==> src/rtl/ppu_issue_if.sv <==
// Request/issue/completion bundle between the core, ppu_issue_sched and the PPU pipeline.
// Stat counter signals exist only when PPU_ISSUE_STATS_EN is defined.
interface ppu_issue_if #(
  parameter int OP_SIZE = 3,
  parameter int TAG_W   = 4,
  parameter int DEPTH   = 4
);
  localparam int CW = $clog2(DEPTH) + 1;

  logic               in_valid;
  logic               in_ready;
  logic [OP_SIZE-1:0] in_op;
  logic [TAG_W-1:0]   in_tag;
  logic               issue_valid;
  logic [OP_SIZE-1:0] issue_op;
  logic [TAG_W-1:0]   issue_tag;
  logic               out_valid;
  logic [OP_SIZE-1:0] out_op;
  logic [TAG_W-1:0]   out_tag;
  logic               err_o;
  logic               busy;
  logic [CW-1:0]      fifo_count;
`ifdef PPU_ISSUE_STATS_EN
  logic [31:0]        stat_issued;
  logic [31:0]        stat_div;
  logic [31:0]        stat_stall;
`endif

  modport master (
    output in_valid, in_op, in_tag,
    input  in_ready, issue_valid, issue_op, issue_tag, out_valid, out_op, out_tag,
           err_o, busy, fifo_count
`ifdef PPU_ISSUE_STATS_EN
    , input stat_issued, stat_div, stat_stall
`endif
  );

  modport slave (
    input  in_valid, in_op, in_tag,
    output in_ready, issue_valid, issue_op, issue_tag, out_valid, out_op, out_tag,
           err_o, busy, fifo_count
`ifdef PPU_ISSUE_STATS_EN
    , output stat_issued, stat_div, stat_stall
`endif
  );
endinterface

==> src/rtl/ppu_issue_sched.sv <==
// In-order issue scheduler for the PPU pipeline: input FIFO, DIV slot hold, in-flight tracker.
// Optional issue/div/stall counters are enabled with PPU_ISSUE_STATS_EN.
module ppu_issue_sched #(
  parameter int OP_SIZE = 3,
  parameter int TAG_W   = 4,
  parameter int DEPTH   = 4,
  parameter int LAT     = 3
) (
  input logic     clk,
  input logic     rst,
  ppu_issue_if.slave bus
);
  localparam int PW    = $clog2(DEPTH);
  localparam int CW    = PW + 1;
  localparam int NT    = LAT + 2;
  localparam int K_ALU = LAT - 2;
  localparam int K_DIV = LAT - 1;
  localparam logic [OP_SIZE-1:0] OP_DIV       = OP_SIZE'(3);
  localparam logic [OP_SIZE-1:0] OP_MAX_LEGAL = OP_SIZE'(5);

  typedef enum logic [1:0] {IDLE = 2'd0, ISSUE = 2'd1, DIV_HOLD = 2'd2} state_t;
  typedef struct packed {
    logic [OP_SIZE-1:0] op;
    logic [TAG_W-1:0]   tag;
  } fifo_t;
  typedef struct packed {
    logic               v;
    logic [OP_SIZE-1:0] op;
    logic [TAG_W-1:0]   tag;
  } trk_t;

  state_t        state_q, state_d;
  logic [PW-1:0] wr_ptr_q, wr_ptr_d, rd_ptr_q, rd_ptr_d;
  logic [CW-1:0] count_q, count_d;
  fifo_t         fifo_q [DEPTH];
  fifo_t         fifo_d [DEPTH];
  trk_t          trk_q [NT];
  trk_t          trk_d [NT];
  trk_t          out_q, out_d;

  logic  full_s, empty_s, push_s, pop_s, legal_s, issue_s, err_s, div_s, trk_any_s;
  fifo_t head_s;

  always_comb begin
    full_s  = (count_q == CW'(DEPTH));
    empty_s = (count_q == {CW{1'b0}});
    push_s  = bus.in_valid && !full_s;
    head_s  = fifo_q[rd_ptr_q];
    pop_s   = (state_q == ISSUE) && !empty_s;
    legal_s = (head_s.op <= OP_MAX_LEGAL);
    issue_s = pop_s && legal_s;
    err_s   = pop_s && !legal_s;
    div_s   = issue_s && (head_s.op == OP_DIV);

    count_d  = count_q + CW'(push_s) - CW'(pop_s);
    wr_ptr_d = push_s ? (wr_ptr_q + PW'(1)) : wr_ptr_q;
    rd_ptr_d = pop_s ? (rd_ptr_q + PW'(1)) : rd_ptr_q;
    fifo_d   = fifo_q;
    if (push_s) begin
      fifo_d[wr_ptr_q] = '{op: bus.in_op, tag: bus.in_tag};
    end else begin
      fifo_d[wr_ptr_q] = fifo_q[wr_ptr_q];
    end

    // Tracker shifts toward slot 0; insertion depth sets the result cycle (DIV one deeper).
    for (int i = 0; i < NT - 1; i++) begin
      trk_d[i] = trk_q[i + 1];
    end
    trk_d[NT-1] = '0;
    if (div_s) begin
      trk_d[K_DIV] = '{v: 1'b1, op: head_s.op, tag: head_s.tag};
    end else if (issue_s) begin
      trk_d[K_ALU] = '{v: 1'b1, op: head_s.op, tag: head_s.tag};
    end else begin
      trk_d[K_ALU] = trk_q[K_ALU + 1];
    end
    out_d = trk_q[0];

    trk_any_s = 1'b0;
    for (int i = 0; i < NT; i++) begin
      trk_any_s = trk_any_s | trk_q[i].v;
    end
  end

  always_comb begin
    state_d = state_q;
    case (state_q)
      IDLE: begin
        if (count_d != {CW{1'b0}}) state_d = ISSUE;
        else                       state_d = IDLE;
      end
      ISSUE: begin
        if (div_s)                      state_d = DIV_HOLD;
        else if (count_d != {CW{1'b0}}) state_d = ISSUE;
        else                            state_d = IDLE;
      end
      DIV_HOLD: begin
        if (count_d != {CW{1'b0}}) state_d = ISSUE;
        else                       state_d = IDLE;
      end
      default: state_d = IDLE;
    endcase
  end

  always_ff @(posedge clk) begin
    if (rst) begin
      state_q  <= IDLE;
      wr_ptr_q <= '0;
      rd_ptr_q <= '0;
      count_q  <= '0;
      out_q    <= '0;
      for (int i = 0; i < DEPTH; i++) fifo_q[i] <= '0;
      for (int i = 0; i < NT; i++)    trk_q[i]  <= '0;
    end else begin
      state_q  <= state_d;
      wr_ptr_q <= wr_ptr_d;
      rd_ptr_q <= rd_ptr_d;
      count_q  <= count_d;
      out_q    <= out_d;
      fifo_q   <= fifo_d;
      trk_q    <= trk_d;
    end
  end

  assign bus.in_ready    = !full_s;
  assign bus.issue_valid = issue_s;
  assign bus.issue_op    = issue_s ? head_s.op : {OP_SIZE{1'b0}};
  assign bus.issue_tag   = issue_s ? head_s.tag : {TAG_W{1'b0}};
  assign bus.err_o       = err_s;
  assign bus.out_valid   = out_q.v;
  assign bus.out_op      = out_q.op;
  assign bus.out_tag     = out_q.tag;
  assign bus.busy        = !empty_s || trk_any_s || (state_q != IDLE);
  assign bus.fifo_count  = count_q;

`ifdef PPU_ISSUE_STATS_EN
  logic [31:0] stat_issued_q, stat_issued_d, stat_div_q, stat_div_d, stat_stall_q, stat_stall_d;

  // Counters saturate at all-ones rather than wrapping.
  always_comb begin
    stat_issued_d = stat_issued_q;
    stat_div_d    = stat_div_q;
    stat_stall_d  = stat_stall_q;
    if (issue_s && !(&stat_issued_q)) stat_issued_d = stat_issued_q + 32'd1;
    if (div_s && !(&stat_div_q))      stat_div_d    = stat_div_q + 32'd1;
    if (bus.in_valid && full_s && !(&stat_stall_q)) stat_stall_d = stat_stall_q + 32'd1;
  end

  always_ff @(posedge clk) begin
    if (rst) begin
      stat_issued_q <= 32'd0;
      stat_div_q    <= 32'd0;
      stat_stall_q  <= 32'd0;
    end else begin
      stat_issued_q <= stat_issued_d;
      stat_div_q    <= stat_div_d;
      stat_stall_q  <= stat_stall_d;
    end
  end

  assign bus.stat_issued = stat_issued_q;
  assign bus.stat_div    = stat_div_q;
  assign bus.stat_stall  = stat_stall_q;
`endif
endmodule

==> src/flat_wrapper.sv <==
// flat-port wrapper written by rule: the top's interface ports become plain ports
module ppu_issue_sched_flat 
#(
  parameter int OP_SIZE = 3,
  parameter int TAG_W   = 4,
  parameter int DEPTH   = 4,
  parameter int LAT     = 3
)
  (clk, rst, bus_in_valid, bus_in_op, bus_in_tag, bus_in_ready, bus_issue_valid, bus_issue_op, bus_issue_tag, bus_out_valid, bus_out_op, bus_out_tag, bus_err_o, bus_busy, bus_fifo_count);
  ppu_issue_if #(.OP_SIZE(OP_SIZE), .TAG_W(TAG_W), .DEPTH(DEPTH)) bus_i ();
  input logic clk;
  input logic rst;
  input wire logic [$bits(bus_i.in_valid)-1:0] bus_in_valid;
  input wire logic [$bits(bus_i.in_op)-1:0] bus_in_op;
  input wire logic [$bits(bus_i.in_tag)-1:0] bus_in_tag;
  output wire logic [$bits(bus_i.in_ready)-1:0] bus_in_ready;
  output wire logic [$bits(bus_i.issue_valid)-1:0] bus_issue_valid;
  output wire logic [$bits(bus_i.issue_op)-1:0] bus_issue_op;
  output wire logic [$bits(bus_i.issue_tag)-1:0] bus_issue_tag;
  output wire logic [$bits(bus_i.out_valid)-1:0] bus_out_valid;
  output wire logic [$bits(bus_i.out_op)-1:0] bus_out_op;
  output wire logic [$bits(bus_i.out_tag)-1:0] bus_out_tag;
  output wire logic [$bits(bus_i.err_o)-1:0] bus_err_o;
  output wire logic [$bits(bus_i.busy)-1:0] bus_busy;
  output wire logic [$bits(bus_i.fifo_count)-1:0] bus_fifo_count;
  assign bus_i.in_valid = bus_in_valid;
  assign bus_i.in_op = bus_in_op;
  assign bus_i.in_tag = bus_in_tag;
  assign bus_in_ready = bus_i.in_ready;
  assign bus_issue_valid = bus_i.issue_valid;
  assign bus_issue_op = bus_i.issue_op;
  assign bus_issue_tag = bus_i.issue_tag;
  assign bus_out_valid = bus_i.out_valid;
  assign bus_out_op = bus_i.out_op;
  assign bus_out_tag = bus_i.out_tag;
  assign bus_err_o = bus_i.err_o;
  assign bus_busy = bus_i.busy;
  assign bus_fifo_count = bus_i.fifo_count;
  ppu_issue_sched #(.OP_SIZE(OP_SIZE), .TAG_W(TAG_W), .DEPTH(DEPTH), .LAT(LAT)) u_core (.clk(clk), .rst(rst), .bus(bus_i));
endmodule
==> config.mk <==
export PLATFORM = sky130hd
export DESIGN_NAME = ppu_issue_sched_flat
export DESIGN_NICKNAME = d
export VERILOG_FILES = /design/src/rtl/ppu_issue_if.sv /design/src/rtl/ppu_issue_sched.sv /design/src/flat_wrapper.sv
export SDC_FILE = /design/constraint.sdc
export NUM_CORES = 1
export LEC_CHECK = 0
export BUFFER_PORTS_ARGS = -buffer_cell sky130_fd_sc_hd__buf_2
export CAP_MARGIN = 10
export CELL_PAD_IN_SITES_DETAIL_PLACEMENT = 1
export CELL_PAD_IN_SITES_GLOBAL_PLACEMENT = 1
export CORE_MARGIN = 5
export CORE_UTILIZATION = 45
export DETAILED_ROUTE_END_ITERATION = 10
export PLACE_DENSITY = 0.81
export SLEW_MARGIN = 20
export SYNTH_ARGS = -nofsm -noshare
export SYNTH_HDL_FRONTEND = slang
export SYNTH_SLANG_ARGS = --single-unit
==> constraint.sdc <==
create_clock -name clk -period 3.6 [get_ports clk]
set_input_delay 0.9 -clock clk [delete_from_list [all_inputs] [get_ports clk]]
set_output_delay 0.9 -clock clk [all_outputs]
set_load 0.01 [all_outputs]
==> results of run 1 <==
-- kinds of logic (layout without fill, tap and decap cells) --
family | after synthesis | after routing
flops | 69 | 69
buf+inv | 26 | 60
simple gates | 90 | 90
compound gates | 46 | 46
fa+ha+maj | 7 | 7
xor+xnor | 4 | 4
mux | 21 | 21
other cells | 1 | 1
-- placed cells by master, fill, tap and decap left out, types with 2 or more instances in the layout --
master    instances
dfxtp_1          69
nor2_1           38
buf_2            31
a211oi_1         29
nor2b_1          18
and2_1           10
mux4_2            9
clkbuf_8          9
inv_1             8
a21oi_1           7
mux2i_1           7
nand3_1           6
o21ai_0           6
ha_1              6
mux4_1            5
nor3_1            4
nor3b_1           4
buf_4             4
xnor2_1           3
nand2b_1          2
and3_2            2
o21a_1            2
inv_6             2
clkinv_2          2
-- path summary, 6_finish.rpt --
kind                                              end                startpoint  slack, ps
worst min-delay path            u_core.bus.out_tag[3]           u_core.out_d[3]        440
worst max-delay path                  bus_issue_op[1]        u_core.rd_ptr_q[0]        450
worst min register to register  u_core.bus.out_tag[3]           u_core.out_d[3]        440
worst max register to register      u_core.state_q[0]  u_core.bus.fifo_count[1]        850
-- power by group --
part / total, mW / switching (mW) / internal, mW
sequential: 0.997 / 0.107 / 0.890
clock: 0.629 / 0.306 / 0.323
combinational: 0.807 / 0.433 / 0.375
-- metal layers --
layer / part of all wire, % / wire length, um
met1: 44 / 2700
met2: 50 / 3100
met3: 3.7 / 230
met5: 0 / 0
met4: 2.6 / 159
-- stage by stage --
step           power, mW  cells
2_1_floorplan       1.59    264
3_3_place_gp        1.79    359
3_5_place_dp        1.82    359
4_1_cts             2.47    375
5_1_grt             2.60    375
6_report            2.43    375
-- cell type report --
type / instances / area [um2] / share of cell area [%]
Timing Repair Buffer: 35 / 185 / 5.72
Clock buffer: 9 / 124 / 3.83
Inverter: 9 / 33.8 / 1.04
Tap cell: 77 / 96.3 / 2.98
Sequential cell: 69 / 1380 / 42.7
Clock inverter: 7 / 73.8 / 2.28
Multi-Input combinational cell: 169 / 1340 / 41.5
-- worst max-delay path: cells and delay by family (launching register included) --
kind	cells	cell delay, ps
AND/OR/NAND/NOR	2	660
multiplexers	1	600
flip-flops	1	490
buffers and inverters	1	160
-- registers in the layout (all words and copies together) (netlist names) --
| signal | count |
|---|---|
| u_core.out_d | 8 |
| u_core.bus.out_valid | 1 |
| u_core.bus.fifo_count | 3 |
| u_core.rd_ptr_q | 2 |
| u_core.trk_d | 8 |
| u_core.bus.out_op | 3 |
| u_core.bus.out_tag | 4 |
| u_core.fifo_q | 28 |
| u_core.trk_q | 8 |
| u_core.wr_ptr_q | 2 |
| u_core.state_q | 2 |
==> impl_metrics.json, run 1 <==
{
  "status": "completed",
  "crit_type": "flop to output pin",
  "worstMarginPinSlew_ps": 633,
  "async_flop_share_pct": 0,
  "setup.worst_path.start_class": "flop",
  "vias": 2017,
  "clkTransAtPathRegs_ps": 80,
  "nNetsFinal": 310,
  "cts.repair.resized": 0,
  "grt_use_met3_pct": 3.69,
  "fin_tns_setup_ps": 0,
  "power_density_nw_per_um2": 752,
  "drc_errors": 0,
  "grt_pass1_vias": 2066,
  "drt-initial-drc-count": 95,
  "ys.flop_type": "dfxtp_1",
  "fillers": 709,
  "row_count": 29,
  "cts_tree": "built",
  "die_area_um2": 7990,
  "synth-seq-area-share_pct": 48.7,
  "design_area_um2": 3240,
  "synth.most_common_cell": "dfxtp_1",
  "grt_first_pass_wirelength_mm": 10.1,
  "cts_hold_buf": 0,
  "whs_ps": 442,
  "met1_usage_pct": 20.7,
  "core_um2": 6240,
  "area_growth_syn_to_layout_pct": 14.1,
  "path_cells": "mux4_2 > or3_1 > nor2_1 > buf_2",
  "max_freq_ghz": 0.317,
  "routed_wl_mm": 6.19,
  "yosysTopAreaCell": "dfxtp_1",
  "overflow": 0,
  "skew_ps": 7.95,
  "rsz0062_at_grt": "no",
  "crit_arrival_ps": 2250,
  "finalCritPeriodShare_pct": 87.5,
  "use_met2_pct": 28.3,
  "clk_latency_ps": 350,
  "place.gp.congestion": 0.748,
  "synth-compound-area-share_pct": 11.0,
  "synth_seq_cells": 69,
  "dr.pass1.iters": 4,
  "h-tree-depth": 3,
  "p_leak_nw": 1.29,
  "min_path_type": "flop to flop",
  "yosys.area_share.simple_pct": 16.8,
  "finalSetupViolCount": 0,
  "synth_edf_count": 0,
  "initial_core_util_pct": 45.4,
  "setup_ws_ps": 448,
  "postCtsSetupRepairBufs": 0,
  "ant_nets": 0,
  "synth_cell_type_count": 34,
  "avgSynthCellArea_um2": 10.7,
  "pre_cts_slack_ps": 836,
  "grt_usage_pct": 17.1,
  "crit_path_top_delay_cell": "mux4_2",
  "synth_cells": 264,
  "synth_top_area_share_pct": 48.7,
  "critical-path-max-stage-delay_ps": 600,
  "hold_path_depth": 1,
  "antenna_found_initial": 0,
  "reg2regPathDepth": 12,
  "detail_route.vias_per_cell": 5.38,
  "hold_viol": 0,
  "io-pin-count": 32,
  "cp-end-kind": "output pin",
  "yosys.area_share.adder_pct": 3.35,
  "place_hpwl_mm": 4.19,
  "cp_max_fo": 7,
  "antenna_cells": 0,
  "maxSlewViolCount": 0,
  "grt.busiest_layer": "met2",
  "clockBufferDepth": 2,
  "cap_viol_max_count": 0,
  "cp_data_required_time_ps": 2700,
  "cts-root-buf": "clkbuf_8",
  "synth_fp_nets": 281,
  "synth.top_cells.by_count": "69 x dfxtp_1, 38 x nor2_1, 29 x a211oi_1",
  "fin_crit_ps": 3150,
  "grt_max_degree": 33,
  "post-route-util_pct": 51.8,
  "synthXorXnorAreaFrac_pct": 1.76,
  "die_w_um": 89.4,
  "drive_gt1_share_pct": 22.1,
  "io_buffers": 31,
  "ys_top_cells_by_area": "dfxtp_1 49%, a211oi_1 7.7%, mux4_2 7.1%, nor2_1 5.0%, mux4_1 4.6%",
  "cts_sinks": 69,
  "synth_mux_area_share_pct": 14.2,
  "numCtsBuffers": 9,
  "fp.dieH_um": 89.4,
  "slew-limit-headroom_pct": 57.8,
  "ir_drop_v": 0.000324,
  "wl_per_cell_um": 16.5,
  "synth_area_um2": 2840,
  "ys_warn_count": 0,
  "placed_area_um2": 3040,
  "synth_top_family_by_area": "simple AND/OR/NAND/NOR gates"
}
Note: power is estimated with default switching activity, not from simulation.
==> run 2, diff against run 1 <==
Settings changed: HOLD_SLACK_MARGIN set to 0.08.
Clock period 3.6 ns to 2.9 ns, I/O delays scaled along.
==> run 2 against run 1 <==
Net effect: setup slack lost 320 ps; sequential share of layout area shrank 0.48 points; combinational power grew 30%; wire length grew 2.7%; register-to-register slack lost 450 ps; clock skew shrank 0.93 ps; hold slack lost 1.1 ps; highest routed layer unchanged.
==> impl_metrics.json, run 2 (synthesis results as in run 1) <==
{
  "power.internal_mw": 2.04,
  "crit_path_top_delay_cell": "mux4_2",
  "die_area_um2": 7990,
  "finalCritPeriodShare_pct": 95.6,
  "fin_crit_ps": 2770,
  "path_cells": "mux4_2 > or3_1 > nor2_1 > buf_2",
  "drc_errors": 0,
  "routed_wl_mm": 6.36,
  "antenna_cells": 0,
  "worstMarginPinSlew_ps": 606,
  "area_growth_syn_to_layout_pct": 15.6,
  "skew_ps": 7.02,
  "nNetsFinal": 313,
  "layout_commonest_cell": "dfxtp_1",
  "hold_viol": 0,
  "grt_pass1_vias": 2024,
  "cap_viol_max_count": 0,
  "row_count": 29,
  "place.gp.congestion": 0.750,
  "cts_sinks": 69,
  "dr.pass1.iters": 4,
  "ant_nets": 0,
  "p_comb_share_pct": 33.7,
  "switching_power_mw": 1.07,
  "cp-end-kind": "output pin",
  "io_buffers": 31,
  "grt_usage_pct": 17.5,
  "clockBufferDepth": 2,
  "fillers": 695,
  "power_density_nw_per_um2": 948,
  "clkTransAtPathRegs_ps": 70,
  "wl_per_cell_um": 16.8,
  "status": "completed",
  "fin_tns_setup_ps": 0,
  "reg2reg_to": "u_core.state_q[0]",
  "regToRegSetupSlack_ps": 400,
  "cp_max_fo": 6,
  "cts-root-buf": "clkbuf_8",
  "cts_hold_buf": 0,
  "cp_num_buf_inv": 1,
  "p_leak_nw": 1.31,
  "m1WireLength_mm": 2.72,
  "design_area_um2": 3280,
  "die_w_um": 89.4,
  "overflow": 0,
  "hold_path_end": "u_core.bus.out_op[0]",
  "ir_drop_v": 0.000531,
  "detail_route.vias_per_cell": 5.34,
  "max_freq_ghz": 0.361,
  "antenna_found_initial": 0,
  "reg2regPathDepth": 11,
  "placed_area_um2": 3060,
  "swShare_pct": 34.3,
  "vias": 2019,
  "met2WireLength_mm": 3.29,
  "cts_tree": "built",
  "crit_family": "multiplexers",
  "top_layer": "met4",
  "p_seq_share_pct": 40.0,
  "critical-path-max-stage-delay_ps": 580,
  "drt-initial-drc-count": 51,
  "hp-start": "u_core.out_d[4]",
  "pwr-share-clk_pct": 26.3,
  "wl_met3_um": 294,
  "layout_common_cells": "67 x dfxtp_1, 38 x nor2_1, 31 x buf_2, 28 x a211oi_1, 18 x nor2b_1",
  "grt_max_degree": 33,
  "io-pin-count": 32,
  "r2r_start": "u_core.state_q[1]",
  "fp.dieH_um": 89.4,
  "drive_gt1_share_pct": 23.9,
  "slew-limit-headroom_pct": 59.6,
  "core_um2": 6240,
  "numCtsBuffers": 9,
  "top_register": "u_core.fifo_q",
  "place_hpwl_mm": 4.29,
  "setup.worst_path.start_class": "flop",
  "largest_reg_flops": 28,
  "rsz0062_at_grt": "no",
  "hold_path_depth": 1,
  "crit_arrival_ps": 2050,
  "h-tree-depth": 3,
  "finalSetupViolCount": 0,
  "clk_latency_ps": 350,
  "cp_data_required_time_ps": 2170,
  "min_path_type": "flop to flop",
  "initial_core_util_pct": 45.4,
  "grt_first_pass_wirelength_mm": 10.3,
  "crit_type": "flop to output pin",
  "maxSlewViolCount": 0
}
[run 2: changes by cell type in the layout (fill, tap and decap cells not counted)]
cell,change
clkinv_2,-1
inv_6,-2
a211oi_1,-1
clkinvlp_4,+1
buf_4,+3
dfxtp_2,+2
clkbuf_8,+2
dfxtp_1,-2
a211oi_2,+1
[run 2: what timing repair did]
item | 4_1_cts | 5_1_grt
endpoints found under the hold margin | 0 | 0
gates resized for setup | 0 | 3
setup endpoints to repair | 0 | 6
setup buffers | 0 | 0
[run 2: power groups by stage]
stage          Clock, mW  Combinational [mW]  Sequential [mW]
2_1_floorplan          0               0.779             1.20
6_report           0.818                1.05             1.24
3_3_place_gp           0               0.999             1.25
3_5_place_dp           0                1.04             1.26
5_1_grt            0.889                1.16             1.27
4_1_cts            0.840                1.05             1.24
[run 2: how the worst max path moves through the flow]
| stage | startpoint | endpoint | slack, ps | cells past startpoint |
|---|---|---|---|---|
| after floorplan | u_core.bus.fifo_count[1] | u_core.state_q[0] | 270 | 11 |
| after global placement | u_core.rd_ptr_q[0] | bus_issue_op[1] | 480 | 4 |
| after detailed placement | u_core.bus.fifo_count[1] | u_core.state_q[0] | 390 | 11 |
| after CTS | u_core.rd_ptr_q[0] | bus_issue_op[1] | 40 | 4 |
| after global routing | u_core.rd_ptr_q[0] | bus_issue_op[1] | 30 | 4 |
| final | u_core.rd_ptr_q[0] | bus_issue_op[1] | 130 | 4 |
[run 2: routing by layer]
metal / GRT usage (%) / up-vias
li1: - / 992
met1: 19.4 / 985
met2: 30.7 / 37
met3: 7.37 / 5
met4: 4.87 / 0
met5: 0 / -
[run 2: through the flow]
| stage | utilization [%] | instances | hold WS, ps | power [mW] | setup slack, ps |
|---|---|---|---|---|---|
| 6_report | 52.5 | 378 | 441 | 3.11 | 128 |
| 5_1_grt | 52.5 | 378 | 455 | 3.31 | 33.4 |
| 4_1_cts | 52.4 | 378 | 449 | 3.14 | 37.5 |
| 3_5_place_dp | 49.0 | 362 | 427 | 2.30 | 387 |
| 3_3_place_gp | 49.0 | 362 | 416 | 2.25 | 480 |
| 2_1_floorplan | - | 264 | 414 | 1.98 | 274 |
[run 2: cell type report]
type | count | area, um2 | area share [%]
Clock buffer | 11 | 151 | 4.62
Clock inverter | 5 | 58.8 | 1.79
Inverter | 9 | 33.8 | 1.03
Multi-Input combinational cell | 169 | 1350 | 41.1
Sequential cell | 69 | 1380 | 42.2
Tap cell | 77 | 96.3 | 2.94
Timing Repair Buffer | 38 | 208 | 6.34
